<file path="config.mk">
export PLATFORM = sky130hd
export DESIGN_NAME = inmp441_mic_sdo_emulator
export DESIGN_NICKNAME = d
export VERILOG_FILES = /design/src/rtl/inmp441_mic_sdo_emulator.sv
export SDC_FILE = /design/constraint.sdc
export NUM_CORES = 1
export LEC_CHECK = 0
export CAP_MARGIN = 20
export CORE_ASPECT_RATIO = 0.8
export CORE_UTILIZATION = 57
export CTS_CLUSTER_SIZE = 30
export DETAILED_ROUTE_END_ITERATION = 10
export PLACE_DENSITY_LB_ADDON = 0.08
export SYNTH_ARGS = -nofsm -noshare
export SYNTH_HDL_FRONTEND = slang
export SYNTH_SLANG_ARGS = --single-unit
export TNS_END_PERCENT = 30
</file>
<file path="constraint.sdc">
create_clock -name clk -period 2.9 [get_ports clk]
set_clock_uncertainty 0.05 [all_clocks]
set_input_delay 0.58 -clock clk [delete_from_list [all_inputs] [get_ports clk]]
set_output_delay 0.58 -clock clk [all_outputs]
set_load 0.1 [all_outputs]
</file>
<file path="src/rtl/inmp441_mic_sdo_emulator.sv">
// Microphone end of the INMP441-style serial link: synchronizes the master's cs/sck into clk
// and shifts one buffered 16-bit PCM sample per cs-low frame out on sdo, MSB first.
module inmp441_mic_sdo_emulator #(
  parameter int DATA_W      = 16,
  parameter int FRAME_BITS  = 32,
  parameter int LEAD_BITS   = 1,
  parameter int SYNC_STAGES = 2
) (
  input  logic              clk,
  input  logic              reset,
  input  logic              cs,
  input  logic              sck,
  output logic              sdo,
  input  logic [DATA_W-1:0] sample_data,
  input  logic              sample_valid,
  output logic              sample_ready,
  output logic              frame_done,
  output logic              underrun,
  output logic              frame_error
);

  localparam int PAD_BITS = FRAME_BITS - LEAD_BITS - DATA_W;
  localparam int SLOT_W   = $clog2(FRAME_BITS + 1);

  typedef enum logic {
    ST_IDLE,
    ST_FRAME
  } state_t;

  // Synchronizers idle high so that leaving reset never produces a false cs or sck fall.
  logic [SYNC_STAGES-1:0] cs_sync;
  logic [SYNC_STAGES-1:0] sck_sync;
  logic                   cs_d;
  logic                   sck_d;
  logic                   cs_fall_r;
  logic                   cs_rise_r;
  logic                   sck_fall_r;

  state_t                 state;
  state_t                 state_next;
  logic                   start_frame;
  logic                   end_frame;
  logic                   advance;

  logic [DATA_W-1:0]      buf_data;
  logic                   buf_full;
  logic [DATA_W-1:0]      last_sample;
  logic [FRAME_BITS-1:0]  shift;
  logic [SLOT_W-1:0]      slot;
  logic                   accept;

  function automatic logic [FRAME_BITS-1:0] build_frame(input logic [DATA_W-1:0] s);
    return FRAME_BITS'(s) << PAD_BITS;
  endfunction

  // NOTE: sequential state is written with non-blocking assignments only, so every
  // register samples the pre-edge value of the others regardless of statement order.
  always_ff @(posedge clk or posedge reset) begin
    if (reset) begin
      cs_sync    <= '1;
      sck_sync   <= '1;
      cs_d       <= 1'b1;
      sck_d      <= 1'b1;
      cs_fall_r  <= 1'b0;
      cs_rise_r  <= 1'b0;
      sck_fall_r <= 1'b0;
    end else begin
      cs_sync    <= {cs_sync[SYNC_STAGES-2:0], cs};
      sck_sync   <= {sck_sync[SYNC_STAGES-2:0], sck};
      cs_d       <= cs_sync[SYNC_STAGES-1];
      sck_d      <= sck_sync[SYNC_STAGES-1];
      cs_fall_r  <= cs_d & ~cs_sync[SYNC_STAGES-1];
      cs_rise_r  <= ~cs_d & cs_sync[SYNC_STAGES-1];
      sck_fall_r <= sck_d & ~sck_sync[SYNC_STAGES-1];
    end
  end

  always_ff @(posedge clk or posedge reset) begin
    if (reset) begin
      state <= ST_IDLE;
    end else begin
      state <= state_next;
    end
  end

  // NOTE: every signal driven here gets a default first, so no path leaves it unassigned
  // and no latch is inferred.
  always_comb begin
    state_next  = state;
    start_frame = 1'b0;
    end_frame   = 1'b0;
    advance     = 1'b0;
    case (state)
      ST_IDLE: begin
        if (cs_fall_r) begin
          start_frame = 1'b1;
          state_next  = ST_FRAME;
        end
      end
      ST_FRAME: begin
        if (cs_rise_r) begin
          end_frame  = 1'b1;
          state_next = ST_IDLE;
        end else if (sck_fall_r && !cs_d) begin
          // cs_d is the synced cs level aligned with the registered edge pulses.
          advance = 1'b1;
        end
      end
      default: state_next = ST_IDLE;
    endcase
  end

  assign sample_ready = ~buf_full;
  assign accept       = sample_valid & ~buf_full;

  // NOTE: the sample buffer and shift register are reset along with the control state,
  // so a reset mid-frame can never leak stale data onto sdo.
  always_ff @(posedge clk or posedge reset) begin
    if (reset) begin
      buf_data    <= '0;
      buf_full    <= 1'b0;
      last_sample <= '0;
      shift       <= '0;
      slot        <= '0;
      sdo         <= 1'b0;
      frame_done  <= 1'b0;
      underrun    <= 1'b0;
      frame_error <= 1'b0;
    end else begin
      frame_done  <= 1'b0;
      underrun    <= 1'b0;
      frame_error <= 1'b0;

      if (start_frame) begin
        slot <= '0;
        sdo  <= 1'b0;
        if (buf_full) begin
          shift       <= build_frame(buf_data);
          last_sample <= buf_data;
        end else begin
          shift    <= build_frame(last_sample);
          underrun <= 1'b1;
        end
      end else if (end_frame) begin
        sdo         <= 1'b0;
        frame_done  <= 1'b1;
        frame_error <= (slot != SLOT_W'(FRAME_BITS));
      end else if (advance) begin
        // Once the shift register has drained it holds zeros, so late falls drive sdo low.
        sdo   <= shift[FRAME_BITS-1];
        shift <= shift << 1;
        if (slot != SLOT_W'(FRAME_BITS)) begin
          slot <= slot + 1'b1;
        end
      end

      // A sample accepted on the frame-start cycle lands in the buffer for the next frame.
      if (accept) begin
        buf_data <= sample_data;
        buf_full <= 1'b1;
      end else if (start_frame) begin
        buf_full <= 1'b0;
      end
    end
  end

endmodule
</file>
==> results.toml <==
[status]
outcome = "finished clean"

[drt]
drc = 0
drtIter0Drc = 140
wl_per_cell_um = 14.83
first_pass_iters = 4
vias_per_cell = 5.690
routed_wl_um = 4982
drt.antenna.violating_nets = 0
num_vias = 1912

[clock_network]
htreeDepth = 3
clock_latency_ps = 340
cts_made_buffers = 9
cts_hold_buf = 0
clk_pin_slew_worst_paths_ps = 70
clock_sinks = 70
cts-root-buf = "clkbuf_8"
cts_tree = "yes"
post_cts_resized = 0
cts_buffer_depth = 2
cts_setup_buffers = 0

[critical_path]
rr_startpoint = "cs_d"
worst-endpoint-required_ps = 3070
cp_max_fo = 12
worstPathArrival_ps = 2100
path_class = "in2reg"
rr_endpoint = "shift[20]"
regToRegSetupSlack_ps = 1010
cp-end-kind = "flop"
startpoint_type = "input pin"
rr_worst_depth = 4

[final_layout]
final_cells = 336
area_growth_pct = 15.27
final_nets = 292
final_layout_size_suffix_gt1_frac = 0.2336
post-route-util = 0.6864
n_antenna_cell = 0

[placement]
placed_cells = 320
post-dp-hpwl_um = 3167
pre_cts_ws_ps = 604.3
port_buffers = 25
gp_congestion = 0.7627

[power]
power_frac_seq = 0.537
clockPowerShare = 0.232
cell_internal_pwr_mw = 2.036
p_leak_nw = 1.470
irDropWorstVdd_uv = 502.1
p_sw_uw = 824.4
p_sw_frac = 0.2882
p_comb_frac = 0.231
power.density_mw_per_mm2 = 832.3

[global_route]
grt-ovfl-total = 0
grt_usage = 0.2016
grt_max_degree = 71
antenna_found_initial = 0
first_global_vias = 1740
grt_pass1_wl_um = 8349

[min_path]
min_from = "sck_sync[0]"
min_path_cells = 0
holdPathEnd = "sck_sync[1]"
min_path_type = "reg2reg"

[timing]
fin_crit_ps = 1927
drv_slew = 0
relSlewSlack = 0.6395
setup_violations = 0
hold_violations = 0
post-route-period-util = 0.6643
fmax_ghz = 0.5191
whs_ps = 304.2
setup_slack_ps = 973.4
worst_pin_slew_ps = 537.7
rsz0062_at_grt = "no"
tns_ps = 0

[floorplanning]
rows = 23
fp.dieArea_mm2 = 0.005526
fp.dieH_um = 66.69
floorplan.initialDensity = 0.5955
core_mm2 = 0.005007
io_pins = 26
die_w_um = 82.86

[logic_synthesis]
seq_area_frac_synth = 0.5900
synth_area_mm2 = 0.002982
synthFlopType = "dfrtp_1"
yosys.area.top_type = "dfrtp_1"
ys_seq_elements = 70
synthDominantCellAreaShare = 0.5371
netlist-cell-type-count = 35
yosysMostFrequentCell = "dfrtp_1"
synthTopCellsByArea = "dfrtp_1 54%, mux2_2 12%, dfstp_2 5.3%"
synth_edf_count = 0
synth_area_per_cell_um2 = 12.27
synth_commonest_cells = "64 x dfrtp_1, 31 x mux2_2, 20 x nor2_1"
ys_warn_count = 0
async_flop_share = 1.000
synthCells = 243
syn_nets = 266

[run]
cap_violations = 0
[area by class of cell]
class | count | area, um^2
clock buffer | 15 | 156.4
clock inverter | 1 | 5.005
fill | 374 | 1570
inverter | 5 | 18.77
multi-input combinational | 150 | 1110
sequential | 70 | 1759
tap | 62 | 77.57
timing repair buffer | 33 | 310.3
[how the worst max path moves through the flow]
| stage | start | to | slack (ps) |
|---|---|---|---|
| 2_1_floorplan | reset | buf_data[0] | 510 |
| 3_3_place_gp | sample_valid | buf_data[5] | 670 |
| 3_5_place_dp | sample_valid | buf_data[4] | 600 |
| 4_1_cts | sample_valid | buf_data[8] | 980 |
| 5_1_grt | cs_d | shift[29] | 810 |
| 6_report | sample_valid | buf_data[8] | 970 |
[routing by layer]
metal	routed length, um	global-route usage
met1	2365	0.2541
met2	2372	0.3176
met3	194	0.08550
met4	49	0.06466
met5	0	0
[through the flow]
step / total power, mW / instance area, um^2
after CTS: 2.894 / 3437
after global routing: 3.043 / 3437
after floorplan: 2.044 / 2982
after global placement: 2.177 / 3276
after detailed placement: 2.223 / 3276
final: 2.861 / 3437
[power groups by stage]
stage	Clock, mW	Combinational (mW)	Sequential [mW]
after CTS	0.686	0.672	1.54
final	0.664	0.662	1.53
after floorplan	0	0.533	1.51
after detailed placement	0	0.671	1.55
after global placement	0	0.641	1.54
after global routing	0.734	0.731	1.58
[logic make-up (layout without fill, tap and decap cells)]
kind of cell | after synthesis | after routing | synth area share
AOI/OAI and AO/OA | 42 | 42 | 0.1032
adders and majority gates | 2 | 2 | 0.008391
buffers and inverters | 23 | 54 | 0.03776
DFF | 70 | 70 | 0.5900
muxes | 37 | 37 | 0.1381
and+or+nand+nor | 69 | 69 | 0.1225
[placed cells by master, fill, tap and decap left out, drive strengths merged, types with 2 or more instances in the layout]
cell,count
a21oi,2
o21ai,2
nand3,18
inv,5
and2,2
ha,2
nor2b,19
clkbuf,15
mux2i,4
o31ai,17
dfrtp,64
clkdlybuf4s50,20
dfstp,6
a211oi,15
buf,13
mux2,33
nor2,20
nand2,3
[flip-flops by register name (all words and copies together), names as in the netlist, 2 cells and up]
register,cells
shift,17
buf_data,16
last_sample,16
slot,6
cs_sync,2
sck_sync,2
[critical path, stage by stage]
cell and delay [ps]:
clkdlybuf4s50_1 480, nor2b_1 380, buf_4 310, mux2_2 350
Note: power is estimated with default switching activity, not from simulation.
